**src/rtl/vc_pkg.sv**
```systemverilog
// Shared constants for the voice-corruptor phase handshake.
// Phase encodings match the sequencer. The LFSR constants are only used
// when VC_RAND_LEN_EN is defined.
package vc_pkg;

    // Phase encodings; also the bit index of each phase's enable/pulse
    localparam logic [1:0] PH_A  = 2'b00;
    localparam logic [1:0] PH_AB = 2'b01;
    localparam logic [1:0] PH_B  = 2'b10;
    localparam logic [1:0] PH_BA = 2'b11;

    // Mixer weight of path B at the two ends of a crossfade
    localparam logic [7:0] COEF_ALL_A = 8'd0;
    localparam logic [7:0] COEF_ALL_B = 8'd255;

    // Maximal 16-bit Fibonacci LFSR, taps 16,14,13,11 -> bits 15,13,12,10
    localparam logic [15:0] LFSR_SEED = 16'hACE1;
    localparam logic [15:0] LFSR_TAPS = 16'hB400;

endpackage

```
**src/rtl/vc_lfsr16.sv**
```systemverilog
// 16-bit maximal-length LFSR used to jitter phase hold lengths.
// Instantiated only when VC_RAND_LEN_EN is defined.
module vc_lfsr16
    import vc_pkg::*;
(
    input  logic        clk,
    input  logic        reset,
    input  logic        adv,
    output logic [15:0] q
);

    // Shift left, feeding back the XOR of the tap bits; reseed on reset
    always_ff @(posedge clk) begin
        if (reset) begin
            q <= LFSR_SEED;
        end else if (adv) begin
            q <= {q[14:0], ^(q & LFSR_TAPS)};
        end
    end

endmodule

```
**src/rtl/vc_phase_timer.sv**
```systemverilog
// Counter/timer end of the voice-corruptor phase handshake.
// Counts sample ticks per phase, returns one-clk terminal pulses and the
// crossfade coefficient for the mixer.
// Optional feature: define VC_RAND_LEN_EN to add LFSR jitter to A/B lengths.
module vc_phase_timer
    import vc_pkg::*;
#(
    parameter int unsigned CW      = 16,
    parameter int unsigned XF_LOG2 = 10
) (
    input  logic          clk,
    input  logic          reset,
    input  logic          tick,
    input  logic          A_en,
    input  logic          AB_en,
    input  logic          B_en,
    input  logic          BA_en,
    input  logic [CW-1:0] len_a,
    input  logic [CW-1:0] len_b,
    output logic          countA,
    output logic          countAB,
    output logic          countB,
    output logic          countBA,
    output logic [7:0]    fade_coef,
    output logic          phase_err
);

    // Crossfade length; saturates if 2^XF_LOG2 does not fit in CW bits
    localparam logic [CW-1:0] XF_LEN   = (XF_LOG2 >= CW) ? {CW{1'b1}} : (CW'(1) << XF_LOG2);
    localparam int unsigned   XF_SHIFT = XF_LOG2 - 8;

    logic [3:0]    en;
    logic [3:0]    prev_en_q;
    logic [1:0]    ph;
    logic          active;
    logic          multi;
    logic          entry;
    logic [CW-1:0] counter_q;
    logic [CW-1:0] len_q;
    logic          done_q;
    logic [3:0]    pulse_q;
    logic          phase_err_q;
    logic [7:0]    fade_q;
    logic [CW-1:0] hold_len;
    logic [CW-1:0] hold_base;
    logic [CW:0]   hold_sum;
    logic [CW-1:0] entry_len;
    logic [CW-1:0] coef_cnt;
    logic [CW-1:0] coef_shift;
    logic [7:0]    ramp;
    logic [7:0]    coef_next;
    logic [7:0]    jitter;

    assign en = {BA_en, B_en, AB_en, A_en};

`ifdef VC_RAND_LEN_EN
    logic [15:0] lfsr_q;
    logic        unused_lfsr_hi;

    vc_lfsr16 u_lfsr (
        .clk   (clk),
        .reset (reset),
        .adv   (tick),
        .q     (lfsr_q)
    );

    assign jitter         = lfsr_q[7:0];
    assign unused_lfsr_hi = ^lfsr_q[15:8];
`else
    assign jitter = 8'd0;
`endif

    // Priority select A > AB > B > BA, overlap detect and fresh-entry detect
    always_comb begin
        active = |en;
        multi  = (en & (en - 4'd1)) != 4'd0;
        if (A_en) begin
            ph = PH_A;
        end else if (AB_en) begin
            ph = PH_AB;
        end else if (B_en) begin
            ph = PH_B;
        end else begin
            ph = PH_BA;
        end
        entry = active && !prev_en_q[ph];
    end

    // Length to latch on entry: hold phases clamp 0 to 1 and add jitter with saturation
    always_comb begin
        hold_len  = (ph == PH_A) ? len_a : len_b;
        hold_base = (hold_len == '0) ? CW'(1) : hold_len;
        hold_sum  = {1'b0, hold_base} + {{(CW - 7){1'b0}}, jitter};
        if (ph == PH_AB || ph == PH_BA) begin
            entry_len = XF_LEN;
        end else if (hold_sum[CW]) begin
            entry_len = '1;
        end else begin
            entry_len = hold_sum[CW-1:0];
        end
    end

    // Coefficient from the counter; an entering phase starts its ramp from zero
    always_comb begin
        coef_cnt   = entry ? '0 : counter_q;
        coef_shift = coef_cnt >> XF_SHIFT;
        ramp       = (coef_shift > CW'(255)) ? 8'd255 : coef_shift[7:0];
        case (ph)
            PH_A:    coef_next = COEF_ALL_A;
            PH_AB:   coef_next = ramp;
            PH_B:    coef_next = COEF_ALL_B;
            default: coef_next = COEF_ALL_B - ramp;
        endcase
    end

    // Counter, length latch, terminal pulses, error flag and coefficient register
    always_ff @(posedge clk) begin
        if (reset) begin
            prev_en_q   <= 4'b0000;
            counter_q   <= '0;
            len_q       <= '0;
            done_q      <= 1'b0;
            pulse_q     <= 4'b0000;
            phase_err_q <= 1'b0;
            fade_q      <= COEF_ALL_A;
        end else begin
            prev_en_q   <= en;
            phase_err_q <= multi;
            pulse_q     <= 4'b0000;
            if (!active) begin
                counter_q <= '0;
                done_q    <= 1'b0;
            end else if (entry) begin
                // Entry wins over a coincident tick
                counter_q <= '0;
                done_q    <= 1'b0;
                len_q     <= entry_len;
            end else if (tick && !done_q) begin
                if (counter_q == len_q - CW'(1)) begin
                    counter_q <= len_q;
                    done_q    <= 1'b1;
                    pulse_q   <= 4'(1) << ph;
                end else begin
                    counter_q <= counter_q + CW'(1);
                end
            end
            if (active) begin
                fade_q <= coef_next;
            end
        end
    end

    assign countA    = pulse_q[PH_A];
    assign countAB   = pulse_q[PH_AB];
    assign countB    = pulse_q[PH_B];
    assign countBA   = pulse_q[PH_BA];
    assign fade_coef = fade_q;
    assign phase_err = phase_err_q;

endmodule
```
**config.mk**
```make
export PLATFORM = sky130hd
export DESIGN_NAME = vc_phase_timer
export DESIGN_NICKNAME = d
export VERILOG_FILES = /design/src/rtl/vc_pkg.sv /design/src/rtl/vc_lfsr16.sv /design/src/rtl/vc_phase_timer.sv
export SDC_FILE = /design/constraint.sdc
export NUM_CORES = 1
export LEC_CHECK = 0
export ABC_CLOCK_PERIOD_IN_PS = 6550
export CAP_MARGIN = 20
export CORE_MARGIN = 10
export CORE_UTILIZATION = 58
export DETAILED_ROUTE_END_ITERATION = 8
export GPL_TIMING_DRIVEN = 0
export PLACE_DENSITY = 0.86
export SYNTH_ARGS = -nofsm -noshare
export SYNTH_HDL_FRONTEND = slang
export SYNTH_HIERARCHICAL = 1
export SYNTH_SLANG_ARGS = --single-unit
```
**constraint.sdc**
```tcl
create_clock -name clk -period 6.55 [get_ports clk]
set_input_delay 0.655 -clock clk [delete_from_list [all_inputs] [get_ports clk]]
set_output_delay 0.655 -clock clk [all_outputs]
set_load 0.03 [all_outputs]
```
# After elaboration in Yosys (flattened, before gate mapping)
# Cells that the tools add are included.
# word_totals
output_inout_bits,13
register_bits,50
word_cells,47
# classes
eq_ne,4
order_cmp,2
add_sub_neg,4
bitwise_logic,4
n_shift,1
n_mux,12
reduce_logical,13
# op_table
operator,n
2-to-1 mux 16 bit,5
one-hot mux 8 bit (3 select lines),1
"adder 16 x 1 -> 16 bit, second input constant",1
== test 16 bit,1
logical NOT 16 bit,1
"subtractor 16 x 1 -> 16 bit, second input constant",1
"> comparator 14 x 8 -> 1 bit, second input constant",1
2-to-1 mux 8 bit,1
"subtractor 8 bit, first input constant",1
OR reduction 5 bit,1
AND 4 bit,1
"== test 2 bit, second input constant",2
2-to-1 mux 2 bit,2
AND reduction 2 bit,2
nonzero test 4 bit,1
OR reduction 4 bit,1
"<< shifter 1 x 2 -> 4 bit, first input constant",1
"subtractor 4 x 1 -> 4 bit, second input constant",1
"less-than comparator 2 x 3 -> 1 bit, second input constant",1
NOT 1 bit,3
OR reduction 3 bit,1
binary-select mux 1 bit (select 2 bit),1
"== test 2 x 1 -> 1 bit, second input constant",1
logical AND 1 bit,2
4 further kinds,6

# Longest topological paths before layout
# Gate-level depths: netlist (run 1).
# logic_depth
depth_word,12
ltp_mapped,11
depth_no_buf,9

# Worst setup path after synthesis (run 1)
# Ideal clock, no wire load.
# synth_path
path_type,input to register
startpoint,input port B_en
endpoint,register len_q[15]
path_stages,8
arrival_time_ns,2.445
slack_ns,4.031
setup_time_ns,0.074
cell_sequence,or3b_1 > a31o_2 > nor2_2 > nor2_1 > or3_1 > buf_1 > or2_2 > o21ai_0
# synth_between
elab_chain_cells,8
word_cells_on_any_way,17
# synth_lines
item,line_no,source
start: declaration,vc_phase_timer.sv:16,"input logic B_en,"
2-to-1 mux 1 bit,vc_phase_timer.sv:81,end else if (B_en) begin
2-to-1 mux 2 bit,vc_phase_timer.sv:79,end else if (AB_en) begin
2-to-1 mux 2 bit,vc_phase_timer.sv:77,if (A_en) begin
logical NOT 2 bit / binary-select mux 1 bit (select 2 bit) (equally long branches),"vc_phase_timer.sv:91, vc_phase_timer.sv:86",
2-to-1 mux 16 bit / 2-to-1 mux 1 bit (equally long branches),"vc_phase_timer.sv:91, vc_phase_timer.sv:86",
logical NOT 16 bit / logical NOT 1 bit (equally long branches),"vc_phase_timer.sv:92, vc_phase_timer.sv:86",
2-to-1 mux 16 bit / logical AND 1 bit (equally long branches),"vc_phase_timer.sv:92, vc_phase_timer.sv:86",
2-to-1 mux 16 bit / AND reduction 2 bit (equally long branches),-,
end signal: assignment,vc_phase_timer.sv:137,len_q <= entry_len;
end: declaration,vc_phase_timer.sv:39,logic [CW-1:0] len_q;
# Several ways; a longest one is shown, not always the timed one. The select of a mux whose other input is x is not followed.
# A chain may end at the register's enable or synchronous reset.

# Worst setup path in the final report (run 1)
# layout_path
startpoint,input port AB_en
endpoint,register counter_q[1]
# layout_between
elab_chain_cells,7
word_cells_on_any_way,9
# layout_lines
item,line_no,source
start: declaration,vc_phase_timer.sv:15,"input logic AB_en,"
2-to-1 mux 2 bit,vc_phase_timer.sv:79,
2-to-1 mux 2 bit,vc_phase_timer.sv:77,
binary-select mux 1 bit (select 2 bit),vc_phase_timer.sv:86,entry = active && !prev_en_q[ph];
2-to-1 mux 1 bit (not written as such),vc_phase_timer.sv:86,
logical NOT 1 bit,vc_phase_timer.sv:86,
logical AND 1 bit,vc_phase_timer.sv:86,
OR reduction 3 bit (no line) (*),-,
end signal: assignment,vc_phase_timer.sv:140,counter_q <= len_q;
end signal: assignment,vc_phase_timer.sv:144,counter_q <= counter_q + CW'(1);
end: declaration,vc_phase_timer.sv:38,logic [CW-1:0] counter_q;
# Every way passes the cells marked *; elsewhere a longest branch is shown, timed or not. The select of a mux whose other input is x is not followed.

==> results of run 1 <==
==> where the power goes <==
| group | internal, mW | switching [mW] | total [mW] |
|---|---|---|---|
| registers | 0.315 | 0.00886 | 0.324 |
| clock network | 0.0766 | 0.114 | 0.191 |
| logic | 0.0814 | 0.0889 | 0.170 |
| total | 0.473 | 0.212 | 0.685 |
==> logic make-up (layout without fill, tap and decap cells) <==
kind of cell / count (synthesis) / count (layout) / share of synthesized area [%]
compound gates: 70 / 70 / 13.6
xor+xnor: 30 / 30 / 8.16
fa+ha+maj: 2 / 2 / 0.777
buf+inv: 35 / 93 / 6.41
flops: 50 / 50 / 31.1
mux: 38 / 38 / 11.8
simple gates: 169 / 169 / 28.1
==> through the flow <==
step           std cells  power [mW]  hold WS, ns  area, sq um
2_1_floorplan        394       0.443        0.454         3220
3_3_place_gp         516       0.495        0.447         3810
3_5_place_dp         516       0.499        0.453         3810
4_1_cts              524       0.680        0.468         3910
5_1_grt              524       0.711        0.501         3910
6_report             524       0.685        0.464         3910
==> sequential cells by signal, summed over array words and instances (netlist names) <==
signal / count
counter_q: 16
done_q: 1
fade_coef: 8
len_q: 16
phase_err: 1
prev_en_q: 4
pulse_q: 4
==> routing by layer <==
metal  global-route usage [%]  share of wire (%)  up-vias
li1                         -                  -     1525
met1                     24.1                 43     1404
met2                     30.7                 47      128
met3                     5.15                7.8       18
met4                     6.86                2.1        0
met5                        0                  0        -
==> worst register-to-register path: cells and delay by family, from the launching register on <==
family,cells,cell delay [ns]
buf+inv,2,0.32
flops,1,0.31
mux,1,0.37
simple gates,6,1.70
==> area by class of cell <==
class / instances / area [sq um]
Sequential cell: 50 / 1000
Fill cell: 444 / 1530
Inverter: 8 / 30.0
Clock buffer: 5 / 68.8
Multi-Input combinational cell: 309 / 2010
Buffer: 27 / 176
Clock inverter: 3 / 23.8
Timing Repair Buffer: 50 / 500
Tap cell: 72 / 90.1
==> path summary, 6_finish.rpt <==
| path | startpoint | end | slack [ns] | cells past startpoint |
|---|---|---|---|---|
| max | AB_en | counter_q[1] | 3.42 | 8 |
| min | fade_coef[4] | fade_coef[4] | 0.46 | 2 |
| max reg2reg | len_q[5] | pulse_q[1] | 3.75 | 9 |
| min reg2reg | fade_coef[4] | fade_coef[4] | 0.46 | 2 |
==> cells in the final DEF, fill, tap and decap left out, types with 15 or more instances in the layout <==
master / count
a21oi_1: 17
clkdlybuf4s50_1: 50
dfxtp_1: 50
mux2i_1: 37
nand2_1: 54
nor2_1: 22
nor3_1: 15
nor4_1: 15
o21ai_0: 28
xnor2_1: 20
==> run metrics, run 1 <==
largest net degree at the start of global routing=18; full die area=8940 sq um; most common cell in the netlist=nand2_1; placeable core area=5440 sq um; synthesized flop and latch total=50; routed wire length=8.38 mm; Critical Setup Path Class=in -> reg; post-CTS setup buffers=0; Worst Path Buf+Inv=3; final max-slew violation count=0; syn avg cell area=8.18 sq um; H-tree levels=2; Nets=492; DRT iter0 DRCs=268; Synth-to-Final Area Change=21.2%; grt ovf=0; Peak supply drop=0.000110 V; Setup crit start kind=input port; Vias/cell=5.87; vias in the first global route=3004; wire per inst=16.0 microns; Num Clock Sinks=50; fraction of registers with async set/reset=0%; Slew HR=41.2%; clock latency on the worst-skew pair=0.32 ns; Std-Cell Rows=27; ys flop type=dfxtp_1; Synthesis Warnings=6; setup tns final=0 ns; Gate Count Post-Synth=394; Final Hold Fails=0; maxcap violations=0; worst path cell trace=clkdlybuf4s50_1, or2_2, clkbuf_1, nor3_1, nor4_2, dlygate4sd1_1, o21ai_0, a21oi_1; CP max FO=10; Commonest cells post-synth=nand2_1, dfxtp_1, mux2i_1; post_cts resized=0; Antenna Violating Nets Remaining=0; HP Class=reg -> reg; pre-CTS setup slack=3.12 ns; clk root buf=clkbuf_8; Syn Nets=435; Starting Density=59.2%; CTS Hold Buffers Added=0; Top Family by Delay on Critical Path=buffers and inverters; Final setup violation count=0; io pins=52; First-pass DRT Iterations=5; PortBufs=50; sequential fraction of the synthesis area=31.1%; first-pass GRT wire length=14.0 mm; post-DP HPWL=6.56 mm; Clock Tree Buf Depth=2; pwr/cell area=175 nW/um^2; minimum clock period=3.13 ns; Die H=94.5 microns; CP max stage delay=0.63 ns; Least-Margin Pin Slew=0.876 ns; status=complete, no violations; Total GRT Usage=19.1%; critical path required time=6.81 ns; GP Congestion=0.959; crit end category=flop; DRC=0; post-synth cell types=62; Max Clock Freq=319 MHz; Yosys top cell area share=31.1%; clock slew at reported path FFs=0.10 ns; cts bufs inserted=5; diode count=0; critical path's slowest cell=nor4_2; Fin Clk Skew=0.0105 ns; ranking of synthesized cells by area=dfxtp_1, mux2i_1, nand2_1; post-layout util=71.8%; CTS tree=built; Final Cycle Share=47.9%; Final WS setup=3.42 ns; layout cells sized above 1=8.63%; RSZ-0062 raised after global routing=no; number of synthesized flops with an enable pin=0; Static Leak=1.55 nW; CP Data Arrival Time=3.39 ns; initial antenna violation count=0; vias=3075; Die X=94.5 microns; area leader, netlist=dfxtp_1; Post-Syn Area=3220 sq um
Note: power is estimated with default switching activity, not from simulation.
==> run 2, diff against run 1 <==
--- a/config.mk
+++ b/config.mk
@@ -5,13 +5,13 @@
 export SDC_FILE = /design/constraint.sdc
 export NUM_CORES = 1
 export LEC_CHECK = 0
-export ABC_CLOCK_PERIOD_IN_PS = 6550
+export ABC_CLOCK_PERIOD_IN_PS = 3000
 export CAP_MARGIN = 20
 export CORE_MARGIN = 10
-export CORE_UTILIZATION = 58
+export CORE_UTILIZATION = 54
 export DETAILED_ROUTE_END_ITERATION = 8
 export GPL_TIMING_DRIVEN = 0
-export PLACE_DENSITY = 0.86
+export PLACE_DENSITY = 0.8
 export SYNTH_ARGS = -nofsm -noshare
 export SYNTH_HDL_FRONTEND = slang
 export SYNTH_HIERARCHICAL = 1
==> constraint.sdc (replaced) <==
create_clock -name clk -period 3 [get_ports clk]
set_input_delay 0.3 -clock clk [delete_from_list [all_inputs] [get_ports clk]]
set_output_delay 0.3 -clock clk [all_outputs]
set_load 0.03 [all_outputs]
==> run 2 against run 1 <==
Combinational power is 120% higher. Register-to-register slack got worse by 3.5 ns. Clock-buffer cell count unchanged. Worst setup slack worse by 3.2 ns. Critical path depth unchanged. First-iteration DRC count shrank 4.1%. Clock power rose to 2.5 times the previous value. Sequential power rose by 120%. Non-clock buffer count did not move. Critical endpoint unchanged.
==> run metrics, run 2 (synthesis gave the netlist of run 1 again) <==
initial antenna violation count=0; Least-Margin Pin Slew=0.825 ns; Final WS setup=0.230 ns; critical path's slowest cell=nor4_2; minimum clock period=2.77 ns; pre-CTS setup slack=-0.0615 ns; final max-slew violation count=0; Nets=492; layout cells sized above 1=8.63%; hold_ws=0.324 ns; placeable core area=5850 sq um; post-layout util=67.2%; DRC=0; Setup crit start kind=input port; post_cts resized=0; HP Class=in -> reg; CP max FO=10; PortBufs=50; First-pass DRT Iterations=4; GP Congestion=0.920; leading cell type in the layout, fill and taps excluded=nand2_1; Final Cycle Share=92.3%; Die X=97.2 microns; maxcap violations=0; Peak supply drop=0.000246 V; Slew HR=44.6%; Final Hold Fails=0; full die area=9460 sq um; post-CTS setup buffers=0; Vias/cell=5.75; DRT iter0 DRCs=257; Fin Clk Skew=0.00980 ns; Std-Cell Rows=28; Antenna Violating Nets Remaining=0; wire per inst=15.3 microns; Synth-to-Final Area Change=22.0%; # fillers=485; CP Data Arrival Time=3.01 ns; largest net degree at the start of global routing=17; Max Clock Freq=361 MHz; vias in the first global route=3025; Num Clock Sinks=50; Final setup violation count=0; crit end category=flop; routed wire length=8.07 mm; RSZ-0062 raised after global routing=no; post-DP HPWL=6.48 mm; worst path cell trace=clkdlybuf4s50_1, or2_2, clkbuf_1, nor3_1, nor4_2, dlygate4sd1_1, o21ai_0, a21oi_1; first-pass GRT wire length=14.2 mm; Starting Density=55.1%; vias=3031; CTS tree=built; pwr/cell area=396 nW/um^2; H-tree levels=2; clk root buf=clkbuf_8; Placed Cells=519; critical path required time=3.24 ns; Non-Filler Instances=527; CP max stage delay=0.62 ns; io pins=52; CTS Hold Buffers Added=0; clock slew at reported path FFs=0.10 ns; diode count=0; Static Leak=1.56 nW; Total GRT Usage=17.2%; Clock Tree Buf Depth=2; Critical Setup Path Class=in -> reg; cts bufs inserted=5; Die H=97.2 microns; most frequent cells in the layout=nand2_1, dfxtp_1, clkdlybuf4s50_1; grt ovf=0; clock latency on the worst-skew pair=0.31 ns; status=complete, no violations
[run 2: final timing paths]
path,start,end,slack (ns),cells after the start
worst max-delay path,AB_en,counter_q[1],0.23,8
worst min-delay path,reset,prev_en_q[2],0.32,2
worst max register to register,len_q[5],pulse_q[1],0.27,9
worst min register to register,fade_coef[4],fade_coef[4],0.46,2
[run 2: final cells by class]
cell class                      instances  area [sq um]  area share (%)
Multi-Input combinational cell        309          2010            51.3
Sequential cell                        50          1000            25.5
Timing Repair Buffer                   50           500            12.7
Buffer                                 27           176            4.49
Tap cell                               75          93.8            2.39
Clock buffer                            5          68.8            1.75
Clock inverter                          3          45.0            1.15
Inverter                                8          30.0           0.764
[run 2: where the power goes]
part / internal, mW / total (mW) / switching, mW
sequential: 0.688 / 0.707 / 0.0192
combinational: 0.178 / 0.371 / 0.193
clock: 0.248 / 0.479 / 0.230
total: 1.11 / 1.56 / 0.443
[run 2: routing by layer]
| metal | track usage (%) | vias up | routed length (microns) |
|---|---|---|---|
| met5 | 0 | - | 0 |
| met1 | 21.4 | 1407 | 3600 |
| met2 | 28.0 | 92 | 3800 |
| met3 | 4.62 | 13 | 505 |
| met4 | 5.70 | 0 | 166 |
| li1 | - | 1519 | - |
[run 2: stage by stage]
step	area, sq um	power [mW]	setup TNS [ns]
after floorplan	3220	0.967	0
after global placement	3820	1.08	-0.101
after detailed placement	3820	1.09	-0.322
after CTS	3930	1.56	0
after global routing	3930	1.63	0
final	3930	1.56	0
[run 2: worst max-delay path: cells and delay by family]
kind                   cells  cell delay [ns]
buffers and inverters      3             1.41
AND/OR/NAND/NOR            3             1.01
AO/OA/AOI/OAI              2             0.29
==> run 3, diff against run 2 <==
--- a/config.mk
+++ b/config.mk
@@ -5,13 +5,13 @@
 export SDC_FILE = /design/constraint.sdc
 export NUM_CORES = 1
 export LEC_CHECK = 0
-export ABC_CLOCK_PERIOD_IN_PS = 3000
+export ABC_CLOCK_PERIOD_IN_PS = 2400
 export CAP_MARGIN = 20
 export CORE_MARGIN = 10
-export CORE_UTILIZATION = 54
+export CORE_UTILIZATION = 49
 export DETAILED_ROUTE_END_ITERATION = 8
 export GPL_TIMING_DRIVEN = 0
-export PLACE_DENSITY = 0.8
+export PLACE_DENSITY = 0.77
 export SYNTH_ARGS = -nofsm -noshare
 export SYNTH_HDL_FRONTEND = slang
 export SYNTH_HIERARCHICAL = 1
==> constraint.sdc (replaced) <==
create_clock -name clk -period 2.4 [get_ports clk]
set_input_delay 0.24 -clock clk [delete_from_list [all_inputs] [get_ports clk]]
set_output_delay 0.24 -clock clk [all_outputs]
set_load 0.03 [all_outputs]
==> run 3 against run 2 <==
The run now ends with setup timing left. Final area rose by 8.7%. Register-to-register slack got worse by 0.33 ns. Non-clock buffer count is 14 higher. Total power is 27% higher. Critical endpoint is now counter_q[4].
==> run metrics, run 3 (synthesis gave the netlist of run 1 again) <==
Final WS setup=-0.0556 ns; DRC=0; vias in the first global route=3005; cts bufs inserted=5; setup tns final=-0.358 ns; Max Clock Freq=407 MHz; minimum clock period=2.46 ns; first-pass GRT wire length=14.0 mm; vias=3142; Die X=101 microns; Slew HR=60.2%; First-pass DRT Iterations=5; final max-slew violation count=0; layout cells sized above 1=18.5%; Total GRT Usage=16.5%; status=complete, but fails checks; leading cell type in the layout, fill and taps excluded=nand2_1; PortBufs=50; full die area=10200 sq um; Final Cycle Share=102%; Placed Cells=521; clock slew at reported path FFs=0.10 ns; Starting Density=50.5%; grt ovf=0; Critical Setup Path Class=reg -> reg; Least-Margin Pin Slew=0.596 ns; Die H=101 microns; RSZ-0062 raised after global routing=yes; initial antenna violation count=0; Synth-to-Final Area Change=32.6%; failing checks=setup timing; largest net degree at the start of global routing=18; Final Hold Fails=0; Nets=506; clk root buf=clkbuf_8; Non-Filler Instances=543; most frequent cells in the layout=nand2_1, clkdlybuf4s50_1, dfxtp_1; wire per inst=16.6 microns; Clock Tree Buf Depth=2; placeable core area=6390 sq um; pwr/cell area=464 nW/um^2; CTS tree=built; Fin Clk Skew=0.0126 ns; HP Class=in -> reg; CP max FO=8; Final setup violation count=10; post-DP HPWL=6.65 mm; Vias/cell=5.79; Num Clock Sinks=50; critical path required time=2.61 ns; routed wire length=9.02 mm; Static Leak=1.70 nW; GP Congestion=0.880; Setup crit start kind=flop; maxcap violations=0; io pins=52; diode count=0; Peak supply drop=0.000266 V; H-tree levels=2; Antenna Violating Nets Remaining=0; crit end category=flop; clock latency on the worst-skew pair=0.32 ns; CP Data Arrival Time=2.66 ns; Std-Cell Rows=29; DRT iter0 DRCs=233
run 3: cell types whose count changed in the layout (fill, tap and decap cells not counted), moves of 3 or more:
| cell | before | now |
|---|---|---|
| dfxtp_4 | 0 | 3 |
| buf_4 | 3 | 18 |
| nor3_1 | 15 | 12 |
| nor4_4 | 1 | 4 |
| dfxtp_1 | 50 | 45 |
| o21ai_0 | 28 | 25 |
| nor4_1 | 15 | 10 |
run 3: report_power, final:
| part | switching, mW | leakage, nW | total (mW) | internal (mW) |
|---|---|---|---|---|
| clock network | 0.310 | 0.0447 | 0.521 | 0.211 |
| logic | 0.301 | 1.25 | 0.578 | 0.277 |
| registers | 0.0233 | 0.411 | 0.882 | 0.859 |
| total | 0.635 | 1.70 | 1.98 | 1.35 |
run 3: cell type report:
class | instances | area [sq um]
clock buffer | 5 | 68.8
tap | 77 | 96.3
fill | 517 | 2110
timing repair buffer | 68 | 656
inverter | 8 | 30.0
sequential | 50 | 1010
multi-input combinational | 309 | 2210
clock inverter | 3 | 25.0
buffer | 23 | 168
run 3: final timing paths:
| path | startpoint | end | slack [ns] | cells past startpoint |
|---|---|---|---|---|
| hold reg to reg | fade_coef[4] | fade_coef[4] | 0.46 | 2 |
| setup reg to reg | len_q[3] | counter_q[4] | -0.06 | 8 |
| hold / removal | reset | prev_en_q[0] | 0.31 | 2 |
| setup / recovery | len_q[3] | counter_q[4] | -0.06 | 8 |
run 3: repair_timing:
item                                    CTS  global route
endpoints found under the setup margin   31            32
cloned                                    0             1
hold buffers                              0             0
buffers inserted                          2            15
hold endpoints to repair                  0             0
pin swaps                                 2            14
resized for setup                        23            33
run 3: worst max-delay path, stage by stage (launching register included):
cell       delay, ns
dfxtp_4         0.35
or4_4           0.62
nor4_2          0.43
a211oi_4        0.10
a22oi_1         0.20
and4_1          0.24
nand2_2         0.11
clkbuf_16       0.18
mux2i_1         0.11
run 3: layer usage:
metal  part of all wire (%)  GRT usage (%)  vias to the layer above
met2                     49           28.0                       97
met5                      0              0                        -
met1                     44           19.9                     1482
met4                    1.9           4.72                        0
li1                       -              -                     1546
met3                    5.8           4.25                       17
run 3: stage by stage:
stage                     area (sq um)  power, mW  setup slack [ns]  utilization [%]  hold slack (ns)
final                             4270       1.98           -0.0556             66.9            0.312
after global routing              4270       2.07            -0.125             66.9            0.340
after CTS                         4020       1.90           -0.0168             63.0            0.289
after detailed placement          3820       1.36            -0.640             59.8            0.449
after global placement            3820       1.35            -0.607             59.8            0.446
after floorplan                   3220       1.21            0.0277                -            0.368
